<file path="src/rtl/io_port_responder_if.sv">
`default_nettype none
// ============================================================================
//  Module      : io_port_responder_if
//  Description : CPU-side strobe bus plus peripheral TX/RX handshakes for the
//                I/O page responder. The slave modport is the responder view.
//  Revision    : 1.0 - initial release
// ============================================================================
interface io_port_responder_if;
  // CPU bus
  logic [15:0] addr;
  logic [7:0]  data_in;
  logic [7:0]  data_out;
  logic        data_oe;
  logic        mem_oe_n;
  logic        mem_we_n;
  // Peripheral side
  logic [7:0]  tx_data;
  logic        tx_valid;
  logic        tx_ready;
  logic [7:0]  rx_data;
  logic        rx_valid;
  logic        rx_ready;
  // Interrupt
  logic        irq;

  modport slave (
    input  addr, data_in, mem_oe_n, mem_we_n, tx_ready, rx_data, rx_valid,
    output data_out, data_oe, tx_data, tx_valid, rx_ready, irq
  );

  modport master (
    output addr, data_in, mem_oe_n, mem_we_n, tx_ready, rx_data, rx_valid,
    input  data_out, data_oe, tx_data, tx_valid, rx_ready, irq
  );
endinterface
`default_nettype wire

</file>
<file path="src/rtl/io_port_responder.sv">
`default_nettype none
// ============================================================================
//  Module      : io_port_responder
//  Description : Memory-side responder for one 256-byte I/O page. CPU stores
//                to DATA feed a TX FIFO, CPU loads from DATA drain an RX FIFO,
//                with sticky overflow status, interrupt enables and a
//                registered IRQ.
//  Revision    : 1.0 - initial release
// ============================================================================
module io_port_responder #(
  parameter logic [7:0]  BASE       = 8'hFF,
  parameter int unsigned DEPTH_LOG2 = 3
) (
  input  logic               clk,
  input  logic               rst,
  io_port_responder_if.slave bus
);

  localparam int unsigned         c_depth      = 1 << DEPTH_LOG2;
  localparam logic [DEPTH_LOG2:0] c_full_cnt   = (DEPTH_LOG2 + 1)'(c_depth);
  localparam logic [2:0]          c_reg_data   = 3'd0;
  localparam logic [2:0]          c_reg_status = 3'd1;
  localparam logic [2:0]          c_reg_ie     = 3'd2;

  // --------------------------------------------------------------------------
  // Strobe capture stage
  // --------------------------------------------------------------------------
  logic                  we_q;
  logic                  oe_q;
  logic                  addr_hit_q;   // registered page hit of the strobed address
  logic [2:0]            addr_reg_q;   // registered register offset of the strobed address
  logic [7:0]            data_q;

  // A read only counts when the write strobe is idle; both strobes low is a
  // write, so it must never arm the end-of-read pop.
  logic                  w_rd_strobe_n;
  logic                  w_live_hit;
  logic                  w_unused_addr_bits;

  assign w_rd_strobe_n      = bus.mem_oe_n | ~bus.mem_we_n;
  assign w_live_hit         = (bus.addr[15:8] == BASE);
  // Offsets alias across the page; the middle address bits carry no meaning.
  assign w_unused_addr_bits = ^{1'b0, bus.addr[7:3]};

  // Sample the strobes every cycle and hold the address/data of the active access
  always_ff @(posedge clk) begin
    if (!rst) begin
      we_q       <= 1'b1;
      oe_q       <= 1'b1;
      addr_hit_q <= 1'b0;
      addr_reg_q <= 3'd0;
      data_q     <= 8'h00;
    end else begin
      we_q <= bus.mem_we_n;
      oe_q <= w_rd_strobe_n;
      if (!bus.mem_we_n || !w_rd_strobe_n) begin
        addr_hit_q <= w_live_hit;
        addr_reg_q <= bus.addr[2:0];
      end
      if (!bus.mem_we_n) begin
        data_q <= bus.data_in;
      end
    end
  end

  // --------------------------------------------------------------------------
  // Access decode: one commit at the trailing edge of each strobe
  // --------------------------------------------------------------------------
  logic w_wr_commit;
  logic w_wr_sel;
  logic w_wr_data;
  logic w_wr_status;
  logic w_wr_ie;
  logic w_rd_end;

  assign w_wr_commit = ~we_q & bus.mem_we_n;
  assign w_wr_sel    = w_wr_commit & addr_hit_q;
  assign w_wr_data   = w_wr_sel & (addr_reg_q == c_reg_data);
  assign w_wr_status = w_wr_sel & (addr_reg_q == c_reg_status);
  assign w_wr_ie     = w_wr_sel & (addr_reg_q == c_reg_ie);
  assign w_rd_end    = ~oe_q & bus.mem_oe_n;

  // --------------------------------------------------------------------------
  // FIFO state
  // --------------------------------------------------------------------------
  logic [7:0]            tx_mem_q [0:c_depth-1];
  logic [DEPTH_LOG2-1:0] tx_wr_ptr_q, tx_wr_ptr_d;
  logic [DEPTH_LOG2-1:0] tx_rd_ptr_q, tx_rd_ptr_d;
  logic [DEPTH_LOG2:0]   tx_cnt_q,    tx_cnt_d;

  logic [7:0]            rx_mem_q [0:c_depth-1];
  logic [DEPTH_LOG2-1:0] rx_wr_ptr_q, rx_wr_ptr_d;
  logic [DEPTH_LOG2-1:0] rx_rd_ptr_q, rx_rd_ptr_d;
  logic [DEPTH_LOG2:0]   rx_cnt_q,    rx_cnt_d;

  logic                  tx_ovf_q, tx_ovf_d;
  logic                  rx_ovf_q, rx_ovf_d;
  logic [1:0]            ie_q,     ie_d;
  logic                  irq_q,    irq_d;

  logic w_tx_empty;
  logic w_tx_full;
  logic w_tx_valid;
  logic w_tx_pop;
  logic w_tx_push;
  logic w_tx_drop;

  logic w_rx_empty;
  logic w_rx_full;
  logic w_rx_ready;
  logic w_rx_push;
  logic w_rx_pop;

  assign w_tx_empty = (tx_cnt_q == '0);
  assign w_tx_full  = (tx_cnt_q == c_full_cnt);
  assign w_tx_valid = rst & ~w_tx_empty;
  assign w_tx_pop   = w_tx_valid & bus.tx_ready;
  // A full FIFO still takes the byte when the peripheral frees a slot this cycle
  assign w_tx_push  = rst & w_wr_data & (~w_tx_full | w_tx_pop);
  assign w_tx_drop  = w_wr_data & w_tx_full & ~w_tx_pop;

  assign w_rx_empty = (rx_cnt_q == '0);
  assign w_rx_full  = (rx_cnt_q == c_full_cnt);
  assign w_rx_ready = rst & ~w_rx_full;
  assign w_rx_push  = bus.rx_valid & w_rx_ready;
  assign w_rx_pop   = rst & w_rd_end & addr_hit_q & (addr_reg_q == c_reg_data) & ~w_rx_empty;

  // TX FIFO pointer and occupancy update
  always_comb begin
    tx_wr_ptr_d = tx_wr_ptr_q;
    tx_rd_ptr_d = tx_rd_ptr_q;
    tx_cnt_d    = tx_cnt_q;
    if (w_tx_push) begin
      tx_wr_ptr_d = tx_wr_ptr_q + 1'b1;
    end
    if (w_tx_pop) begin
      tx_rd_ptr_d = tx_rd_ptr_q + 1'b1;
    end
    case ({w_tx_push, w_tx_pop})
      2'b10:   tx_cnt_d = tx_cnt_q + 1'b1;
      2'b01:   tx_cnt_d = tx_cnt_q - 1'b1;
      default: tx_cnt_d = tx_cnt_q;
    endcase
  end

  // RX FIFO pointer and occupancy update
  always_comb begin
    rx_wr_ptr_d = rx_wr_ptr_q;
    rx_rd_ptr_d = rx_rd_ptr_q;
    rx_cnt_d    = rx_cnt_q;
    if (w_rx_push) begin
      rx_wr_ptr_d = rx_wr_ptr_q + 1'b1;
    end
    if (w_rx_pop) begin
      rx_rd_ptr_d = rx_rd_ptr_q + 1'b1;
    end
    case ({w_rx_push, w_rx_pop})
      2'b10:   rx_cnt_d = rx_cnt_q + 1'b1;
      2'b01:   rx_cnt_d = rx_cnt_q - 1'b1;
      default: rx_cnt_d = rx_cnt_q;
    endcase
  end

  // Sticky flags (set beats W1C), interrupt enables and the IRQ request
  always_comb begin
    tx_ovf_d = tx_ovf_q;
    rx_ovf_d = rx_ovf_q;
    ie_d     = ie_q;
    if (w_wr_status && data_q[5]) begin
      tx_ovf_d = 1'b0;
    end
    if (w_wr_status && data_q[4]) begin
      rx_ovf_d = 1'b0;
    end
    if (w_tx_drop) begin
      tx_ovf_d = 1'b1;
    end
    if (bus.rx_valid && w_rx_full) begin
      rx_ovf_d = 1'b1;
    end
    if (w_wr_ie) begin
      ie_d = data_q[1:0];
    end
    irq_d = (ie_q[0] & ~w_rx_empty) | (ie_q[1] & w_tx_empty);
  end

  // Control state register
  always_ff @(posedge clk) begin
    if (!rst) begin
      tx_wr_ptr_q <= '0;
      tx_rd_ptr_q <= '0;
      tx_cnt_q    <= '0;
      rx_wr_ptr_q <= '0;
      rx_rd_ptr_q <= '0;
      rx_cnt_q    <= '0;
      tx_ovf_q    <= 1'b0;
      rx_ovf_q    <= 1'b0;
      ie_q        <= 2'b00;
      irq_q       <= 1'b0;
    end else begin
      tx_wr_ptr_q <= tx_wr_ptr_d;
      tx_rd_ptr_q <= tx_rd_ptr_d;
      tx_cnt_q    <= tx_cnt_d;
      rx_wr_ptr_q <= rx_wr_ptr_d;
      rx_rd_ptr_q <= rx_rd_ptr_d;
      rx_cnt_q    <= rx_cnt_d;
      tx_ovf_q    <= tx_ovf_d;
      rx_ovf_q    <= rx_ovf_d;
      ie_q        <= ie_d;
      irq_q       <= irq_d;
    end
  end

  // FIFO storage; contents need no reset because occupancy guards every read
  always_ff @(posedge clk) begin
    if (w_tx_push) begin
      tx_mem_q[tx_wr_ptr_q] <= data_q;
    end
    if (w_rx_push) begin
      rx_mem_q[rx_wr_ptr_q] <= bus.rx_data;
    end
  end

  // --------------------------------------------------------------------------
  // Read path: zero-latency decode of the live address
  // --------------------------------------------------------------------------
  logic       w_data_oe;
  logic [7:0] w_rd_val;

  assign w_data_oe = rst & w_live_hit & ~bus.mem_oe_n & bus.mem_we_n;

  // Register read multiplexer
  always_comb begin
    w_rd_val = 8'h00;
    case (bus.addr[2:0])
      c_reg_data:   w_rd_val = w_rx_empty ? 8'h00 : rx_mem_q[rx_rd_ptr_q];
      c_reg_status: w_rd_val = {2'b00, tx_ovf_q, rx_ovf_q,
                                w_tx_full, w_tx_empty, w_rx_full, ~w_rx_empty};
      c_reg_ie:     w_rd_val = {6'b000000, ie_q};
      default:      w_rd_val = 8'h00;
    endcase
  end

  assign bus.data_oe  = w_data_oe;
  assign bus.data_out = w_data_oe ? w_rd_val : 8'h00;
  assign bus.tx_data  = tx_mem_q[tx_rd_ptr_q];
  assign bus.tx_valid = w_tx_valid;
  assign bus.rx_ready = w_rx_ready;
  assign bus.irq      = irq_q;

endmodule
`default_nettype wire
</file>
<file path="src/flat_wrapper.sv">
// flat-port wrapper written by rule: the top's interface ports become plain ports
module io_port_responder_flat 
#(
  parameter logic [7:0]  BASE       = 8'hFF,
  parameter int unsigned DEPTH_LOG2 = 3
)
  (clk, rst, bus_addr, bus_data_in, bus_mem_oe_n, bus_mem_we_n, bus_tx_ready, bus_rx_data, bus_rx_valid, bus_data_out, bus_data_oe, bus_tx_data, bus_tx_valid, bus_rx_ready, bus_irq);
  io_port_responder_if bus_i ();
  input  logic clk;
  input  logic rst;
  input wire logic [$bits(bus_i.addr)-1:0] bus_addr;
  input wire logic [$bits(bus_i.data_in)-1:0] bus_data_in;
  input wire logic [$bits(bus_i.mem_oe_n)-1:0] bus_mem_oe_n;
  input wire logic [$bits(bus_i.mem_we_n)-1:0] bus_mem_we_n;
  input wire logic [$bits(bus_i.tx_ready)-1:0] bus_tx_ready;
  input wire logic [$bits(bus_i.rx_data)-1:0] bus_rx_data;
  input wire logic [$bits(bus_i.rx_valid)-1:0] bus_rx_valid;
  output wire logic [$bits(bus_i.data_out)-1:0] bus_data_out;
  output wire logic [$bits(bus_i.data_oe)-1:0] bus_data_oe;
  output wire logic [$bits(bus_i.tx_data)-1:0] bus_tx_data;
  output wire logic [$bits(bus_i.tx_valid)-1:0] bus_tx_valid;
  output wire logic [$bits(bus_i.rx_ready)-1:0] bus_rx_ready;
  output wire logic [$bits(bus_i.irq)-1:0] bus_irq;
  assign bus_i.addr = bus_addr;
  assign bus_i.data_in = bus_data_in;
  assign bus_i.mem_oe_n = bus_mem_oe_n;
  assign bus_i.mem_we_n = bus_mem_we_n;
  assign bus_i.tx_ready = bus_tx_ready;
  assign bus_i.rx_data = bus_rx_data;
  assign bus_i.rx_valid = bus_rx_valid;
  assign bus_data_out = bus_i.data_out;
  assign bus_data_oe = bus_i.data_oe;
  assign bus_tx_data = bus_i.tx_data;
  assign bus_tx_valid = bus_i.tx_valid;
  assign bus_rx_ready = bus_i.rx_ready;
  assign bus_irq = bus_i.irq;
  io_port_responder #(.BASE(BASE), .DEPTH_LOG2(DEPTH_LOG2)) u_core (.clk(clk), .rst(rst), .bus(bus_i));
endmodule
</file>
<file path="config.mk">
export PLATFORM = sky130hd
export DESIGN_NAME = io_port_responder_flat
export DESIGN_NICKNAME = d
export VERILOG_FILES = /design/src/rtl/io_port_responder_if.sv /design/src/rtl/io_port_responder.sv /design/src/flat_wrapper.sv
export SDC_FILE = /design/constraint.sdc
export NUM_CORES = 1
export LEC_CHECK = 0
export ABC_AREA = 1
export CAP_MARGIN = 10
export CORE_MARGIN = 8
export CORE_UTILIZATION = 50
export DETAILED_ROUTE_END_ITERATION = 6
export PLACE_DENSITY = 0.7
export SLEW_MARGIN = 20
export SYNTH_ARGS = -nofsm -noshare
export SYNTH_HDL_FRONTEND = slang
export SYNTH_SLANG_ARGS = --single-unit
</file>
<file path="constraint.sdc">
create_clock -name clk -period 2.9 [get_ports clk]
set_input_delay 0.58 -clock clk [delete_from_list [all_inputs] [get_ports clk]]
set_output_delay 0.58 -clock clk [all_outputs]
set_load 0.1 [all_outputs]
</file>
* Word-level counts from Yosys, hierarchy flattened *
Memories as Yosys holds them, arrays and structs flattened. A register that Yosys moved wholly into a read port is not among the register bits.
Cells that the tools add are included.

storage, ports and cells
  bits in registers = 39
  RAM bits = 128
  input bits = 38
  output and inout port bits = 20
  logic and storage cells = 102
  memories = 2

memory list
  name             words  width  read ports  clocked after Yosys merged registers in  write ports  RTL line                 source
  u_core.rx_mem_q  8      8      1           1                                        1            io_port_responder.sv:91  logic [7:0] rx_mem_q [0:c_depth-1];
  u_core.tx_mem_q  8      8      1           1                                        1            io_port_responder.sv:86  logic [7:0] tx_mem_q [0:c_depth-1];

operators by class
  add/sub/neg operators = 8
  equal/unequal tests = 11
  muxes and demuxes = 17
  bitwise logic cells = 35
  reduce and logical (&&, ||, !) cells = 14

operators by type and width
  kind                   number
  $pmux W8 S3            1
  $and A1 B1 Y1          23
  $mux W8                2
  $pmux W4 S2            2
  $add A3 B1 Y3 const B  4
  $mux W3                4
  $not A1 Y1             9
  $add A4 B1 Y4 const B  2
  $eq A4 B4 Y1 const B   2
  $eq A8 B8 Y1 const B   1
  $logic_not A4 Y1       2
  $mux W1                8
  $reduce_bool A2 Y1     4
  $sub A4 B1 Y4 const B  2
  $eq A3 B1 Y1 const B   2
  $eq A3 B2 Y1 const B   2
  $logic_not A3 Y1       2
  $eq A2 B1 Y1 const B   2
  $eq A2 B2 Y1 const B   2
  $logic_and A1 B1 Y1    3
  $or A1 B1 Y1           3
  $logic_not A1 Y1       2
  $logic_or A1 B1 Y1     1

* Logic depth before layout (Yosys ltp) *
Gate-level depths: netlist of the first run.

  depth after elaboration = 8
  gate-level depth with buffers = 13
  mapped depth without buffers = 13

* Worst setup path before layout of the first run *
Ideal clock, no wire load.

  path kind = input to output
  start point = input bus_mem_we_n
  end point = output bus_data_out[7]
  arrival = 4.507 ns
  required time = 2.320 ns
  slack = -2.187 ns
  cell stages on the path = 7
  buffers on the path = 1
  cell sequence = buf_2 nand2_1 inv_1 nand2_1 nor2_1 nand2_1 nor3_1

between the ends
  word-level cells in the longest chain between the ends = 2

ends and longest elaborated chain
  item                   RTL line                  source
  from (decl)            flat_wrapper.sv:14        input wire logic [$bits(bus_i.mem_we_n)-1:0] bus_mem_we_n;
  $and A1 B1 Y1          io_port_responder.sv:230  assign w_data_oe = rst & w_live_hit & ~bus.mem_oe_n & bus.mem_we_n;
  named net bus_data_oe  flat_wrapper.sv:19        output wire logic [$bits(bus_i.data_oe)-1:0] bus_data_oe;
  $mux W8                io_port_responder.sv:245  assign bus.data_out = w_data_oe ? w_rd_val : 8'h00;
  to (decl)              flat_wrapper.sv:18        output wire logic [$bits(bus_i.data_out)-1:0] bus_data_out;

The timed path passes the listed nets, and every way through them passes these cells.

* Worst setup path in the final report of the first run *
  start point = input bus_mem_we_n
  end point = output bus_data_out[7]

between the ends
  word-level cells in the longest chain between the ends = 2

ends and longest elaborated chain
  item           RTL line
  $and A1 B1 Y1  io_port_responder.sv:230
  $mux W8        io_port_responder.sv:245

No other way between the ends.

==> reports/metrics.cfg, run 1 <==
[floorplan]
core.rowCount = 43
die_area_sq_um = 18400
start_util_pct = 51.4
die_y_microns = 136
die_w_microns = 136
core_sq_um = 13900
io_pins = 58

[clock_network]
postCtsSetupBuffers = 0
htree_levels = 4
cts_tree = done
cts_sinks = 173
cts.clk_slew.worst_paths_ps = 60
cts_max_path_buffers = 2
root_buffer = clkbuf_16
numCtsBuffers = 17
ctsHoldBuffers = 0
clock_latency_ps = 420

[drt]
drc = 0
vias = 5298
wl_per_cell_microns = 16.9
drtAntennaViolNets = 0
wirelength_microns = 16500
drt-initial-drc-count = 494
viasPerCell = 5.42
drtPass1Iterations = 5

[sta]
rsz0062_at_grt = false
worstMarginPinSlew_ps = 587
fin_crit_ps = 2750
finalHoldViolations = 0
max_freq_mhz = 363
min_period_over_period_pct = 94.9
setup_ws_ps = 147
relSlewSlack_pct = 60.8
finalClockSkew_ps = 7.03
maxSlewViolCount = 0
setup_viol = 0

[final_layout]
num-fill-cells = 1032
layout_common_cells = nand2_1, edfxtp_1, nor2_1
fin_util_pct = 64.9
syn_to_final_growth_pct = 26.3
final_common_cell = nand2_1
layout-drive-gt1-share_pct = 14.9
nets = 833
n_antenna_cell = 0

[synth]
ys_warn_count = 0
synth_fp_nets = 747
synth_top_cell_area_share_pct = 53.7
yosysSeqAreaShare_pct = 66.3
ys_top_cells_by_area = edfxtp_1, dfxtp_1, nand2_1
netlist_area_sq_um = 7160
synth_cell_type_count = 26
avgSynthCellArea_sq_um = 10.2
syn_inst = 699
ys_ff_latch = 173
yosysTopAreaCell = edfxtp_1

[global_route]
grt_max_degree = 33
grt_first_pass_wirelength_microns = 26400
first_global_vias = 5341
grt_use_total_pct = 18.5
antenna_found_initial = 0
grt-ovfl-total = 0

[setup_path]
path_delay_family = buffers and inverters
critical_path_class = in2out
critPathLaunchType = primary input
cp_cell_sequence = clkdlybuf4s50_1 -> nand2_1 -> inv_1 -> nand2_1 -> nor2_4 -> nand2_1 -> nor3_4 -> buf_12
cp.buffers_inverters = 3
slowest_delay_ps = 570
crit_fanout = 4
cp_slowest_cell = clkdlybuf4s50_1
crit_top_cell = nand2_1
worstPathRequired_ps = 2320
end_kind = primary output
cp.arrival_ps = 2170

[power_and_ir_drop]
irDropWorstVdd_mv = 0.423
p_leak_nw = 3.42
power.density_nw_per_um2 = 576

[placement]
place_congestion = 0.829
portBuffers = 52
post-place-ws_ps = -94.2
dp_hpwl_microns = 11400

[outcome]
status = complete, no violations

[hold_path]
hp-class = reg2reg

[run]
max-cap-violations = 0

stage by stage:
step	TNS [ps]	total power [mW]	instance area, sq um	instances	hold slack (ps)
2_1_floorplan	-840	2.88	7310	699	437
5_1_grt	0	5.35	9040	978	506
6_report	0	5.20	9040	978	476
3_3_place_gp	-4.07	3.00	8450	946	456
3_5_place_dp	-208	3.01	8450	946	467
4_1_cts	0	5.23	9040	978	476
cell type report:
type / instances / area, sq um / share of cell area (%)
inverters: 48 / 180 / 1.99
multi-input cells: 454 / 2280 / 25.2
clock buffers: 20 / 457 / 5.05
well taps: 180 / 225 / 2.49
clock inverters: 12 / 138 / 1.52
repair buffers: 91 / 1020 / 11.2
flip-flops and latches: 173 / 4740 / 52.5
Yosys cell counts (all sizes together):
master,count
ha,10
or2,2
edfxtp,128
dfxtp,45
o22ai,1
o21ai,61
a21oi,41
clkbuf,15
buf,9
o31ai,1
a31oi,8
a22oi,1
nand2,151
nor2,101
nand3,57
nor3,10
inv,48
xor2,9
xnor2,1
state kept, by name, indices dropped and copies added (netlist names), named ones only:
name	count
u_core.addr_hit_q	1
u_core.addr_reg_q	3
u_core.bus.irq	1
u_core.data_q	8
u_core.ie_q	2
u_core.oe_q	1
u_core.rx_cnt_q	4
u_core.rx_mem_q	64
u_core.rx_ovf_q	1
u_core.rx_rd_ptr_q	3
u_core.rx_wr_ptr_q	3
u_core.tx_cnt_q	4
u_core.tx_mem_q	64
u_core.tx_ovf_q	1
u_core.tx_rd_ptr_q	3
u_core.tx_wr_ptr_q	3
u_core.we_q	1
worst min-delay path, cell delays in order, from the launching register on:
cell and delay [ps]:
dfxtp_1 320, inv_1 50, a21oi_1 50
worst paths after layout:
check,start,endpoint,slack (ps),cells past startpoint
min reg2reg,u_core.ie_q[1]$_SDFFE_PN0P_,u_core.ie_q[1]$_SDFFE_PN0P_,480,2
min,u_core.ie_q[1]$_SDFFE_PN0P_,u_core.ie_q[1]$_SDFFE_PN0P_,480,2
max,bus_mem_we_n,bus_data_out[7],150,8
max reg2reg,u_core.tx_cnt_q[0]$_SDFFE_PN0P_,u_core.tx_cnt_q[2]$_SDFFE_PN0P_,490,12
where the power goes:
| group | leakage [nW] | internal (mW) | switching, mW | total, mW |
|---|---|---|---|---|
| clock | 0.289 | 1.32 | 0.924 | 2.24 |
| combinational | 1.60 | 0.0968 | 0.139 | 0.236 |
| sequential | 1.53 | 2.69 | 0.0354 | 2.72 |
cells by family after synthesis:
kind of cell,after synthesis,synth area share (%)
compound gates,113,8.13
xor+xnor,10,1.22
fa+ha+maj,10,1.75
buf+inv,72,3.93
flops,173,66.3
simple gates,321,18.7
layer usage:
metal | track usage [%] | wire, microns
met5 | 0 | 0
met4 | 7.59 | 339
met3 | 4.38 | 839
met2 | 33.2 | 8720
met1 | 20.5 | 6620
repair_timing:
| item | 4_1_cts | 5_1_grt |
|---|---|---|
| setup endpoints to repair | 0 | 4 |
| gates resized for setup | 0 | 1 |
| hold endpoints to repair | 0 | 0 |
No activity file was read; power rests on OpenSTA's default activity.
==> run 2: changes to the inputs <==
--- a/config.mk
+++ b/config.mk
@@ -10,7 +10,7 @@
 export CORE_MARGIN = 8
 export CORE_UTILIZATION = 50
 export DETAILED_ROUTE_END_ITERATION = 6
-export PLACE_DENSITY = 0.7
+export PLACE_DENSITY = 0.73
 export SLEW_MARGIN = 20
 export SYNTH_ARGS = -nofsm -noshare
 export SYNTH_HDL_FRONTEND = slang
==> run 2 against run 1 <==
Final cell count up 0.31%. Die area unchanged. Non-clock buffer count rose by 3. Count of clock-buffer cells in the layout fell by 3. Clock power rose by 4%. Critical path type unchanged.
==> reports/metrics.cfg, run 2 (same netlist as run 1, synthesis figures left out) <==
[global_route]
first_global_vias = 5158
grt_use_total_pct = 18.2
grt_max_degree = 33
grt-ovfl-total = 0
grt_first_pass_wirelength_microns = 25600
antenna_found_initial = 0

[floorplan]
start_util_pct = 51.4
core.rowCount = 43
die_w_microns = 136
io_pins = 58
core_sq_um = 13900
die_area_sq_um = 18400
die_y_microns = 136

[sta]
finalClockSkew_ps = 9.88
max_freq_mhz = 356
relSlewSlack_pct = 61.6
min_period_over_period_pct = 96.8
maxSlewViolCount = 0
tns_ps = 0
finalHoldViolations = 0
worstMarginPinSlew_ps = 576
rsz0062_at_grt = false
setup_viol = 0
fin_crit_ps = 2810

[setup_path]
critical_path.startpoint = bus_mem_we_n
r2r-start = u_core.tx_cnt_q[1]$_SDFFE_PN0P_
worstPathRequired_ps = 2320
crit_fanout = 6
critPathLaunchType = primary input
cp.arrival_ps = 2230
critical_path_class = in2out
reg2regPathDepth = 12
r2r_setup_slack_ps = 330
reg2reg_to = u_core.tx_cnt_q[2]$_SDFFE_PN0P_
end_kind = primary output

[placement]
portBuffers = 52
place_congestion = 0.837
dpl-instance-area_sq_um = 8470
dp_hpwl_microns = 11000

[drt]
drtPass1Iterations = 6
drt-initial-drc-count = 407
vias = 5166
viasPerCell = 5.27
wl_per_cell_microns = 16.5
wirelength_microns = 16200
drtAntennaViolNets = 0
drc = 0

[clock_network]
htree_levels = 4
clock_latency_ps = 430
numCtsBuffers = 17
cts_max_path_buffers = 2
cts.clk_slew.worst_paths_ps = 60
cts_tree = done
postCtsSetupBuffers = 0
cts_sinks = 173
root_buffer = clkbuf_16

[power_and_ir_drop]
irDropWorstVdd_mv = 0.452
p_leak_nw = 3.44
power.density_nw_per_um2 = 582

[hold_path]
hold_start = u_core.rx_ovf_q$_SDFFE_PN0P_
hp-class = reg2reg
hold_depth = 2
whs_endpoint = u_core.rx_ovf_q$_SDFFE_PN0P_

[final_layout]
layout_common_cells = nand2_1, edfxtp_1, nor2_1
final_common_cell = nand2_1
syn_to_final_growth_pct = 26.9
layout-drive-gt1-share_pct = 15.4
nets = 836
n_antenna_cell = 0
fin_area_sq_um = 9090
top_regs = u_core.rx_mem_q: 64 flops, u_core.tx_mem_q: 64 flops, u_core.data_q: 8 flops

[outcome]
status = complete, no violations

[run]
max-cap-violations = 0

-- run 2: cell types whose count changed in the layout (fill, tap and decap cells not counted), sizes merged --
cell,delta
buf,+3
bufinv,+1
clkbuf,-3
clkinvlp,+1
inv,+1
-- run 2: worst max-delay path by stage --
stage                                       to  slack [ps]  cells past startpoint
3_5_place_dp   u_core.tx_cnt_q[2]$_SDFFE_PN0P_         -80                     13
6_report                       bus_data_out[3]          90                      8
5_1_grt                        bus_data_out[7]           5                      8
2_1_floorplan                  bus_data_out[7]        -190                      7
3_3_place_gp   u_core.tx_cnt_q[2]$_SDFFE_PN0P_          30                     13
4_1_cts                        bus_data_out[5]          90                      8
-- run 2: routing by layer --
| layer | vias to the layer above | GRT usage (%) | part of all wire, % |
|---|---|---|---|
| met5 | - | 0 | 0 |
| met2 | 142 | 32.8 | 54 |
| li1 | 2563 | - | - |
| met1 | 2434 | 19.6 | 39 |
| met3 | 27 | 4.23 | 4.5 |
| met4 | 0 | 8.64 | 2.0 |
-- run 2: power breakdown --
part	internal, mW	total, mW	switching, mW
sequential	2.69	2.72	0.0316
clock	1.37	2.33	0.960
combinational	0.0976	0.236	0.139
total	4.15	5.28	1.13
-- run 2: timing repair --
action,in CTS,in global routing
gates resized for setup,0,1
hold buffers,0,0
setup endpoints to repair,0,1
endpoints found under the hold margin,0,0
-- run 2: per-stage QoR --
step	setup WS (ps)	hold slack, ps	utilization, %	power [mW]	cells
6_report	93.8	478	65.2	5.28	981
5_1_grt	5.17	520	65.2	5.44	981
4_1_cts	87.5	467	65.2	5.31	981
3_5_place_dp	-82.1	462	60.8	3.01	949
3_3_place_gp	32.9	457	60.8	3.00	949
2_1_floorplan	-188	437	-	2.88	699
-- run 2: critical path, stage by stage --
cell,delay (ps)
clkdlybuf4s50_1,620
nand2_1,80
inv_1,60
nand2_1,90
nor2_4,110
inv_1,230
a21oi_4,240
buf_12,200
-- run 2: final cells by class --
cell class / count / area, sq um
Fill cell: 1035 / 4850
Sequential cell: 173 / 4740
Multi-Input combinational cell: 454 / 2280
Timing Repair Buffer: 94 / 1040
Clock buffer: 17 / 425
Tap cell: 180 / 225
Clock inverter: 15 / 190
Inverter: 48 / 180
==> run 3: changes to the inputs <==
--- a/config.mk
+++ b/config.mk
@@ -6,6 +6,7 @@
 export NUM_CORES = 1
 export LEC_CHECK = 0
 export ABC_AREA = 1
+export ABC_CLOCK_PERIOD_IN_PS = 2900
 export CAP_MARGIN = 10
 export CORE_MARGIN = 8
 export CORE_UTILIZATION = 50
==> results of run 3 <==
Same layout as run 2: the final DEF is identical, and so are final timing and power.
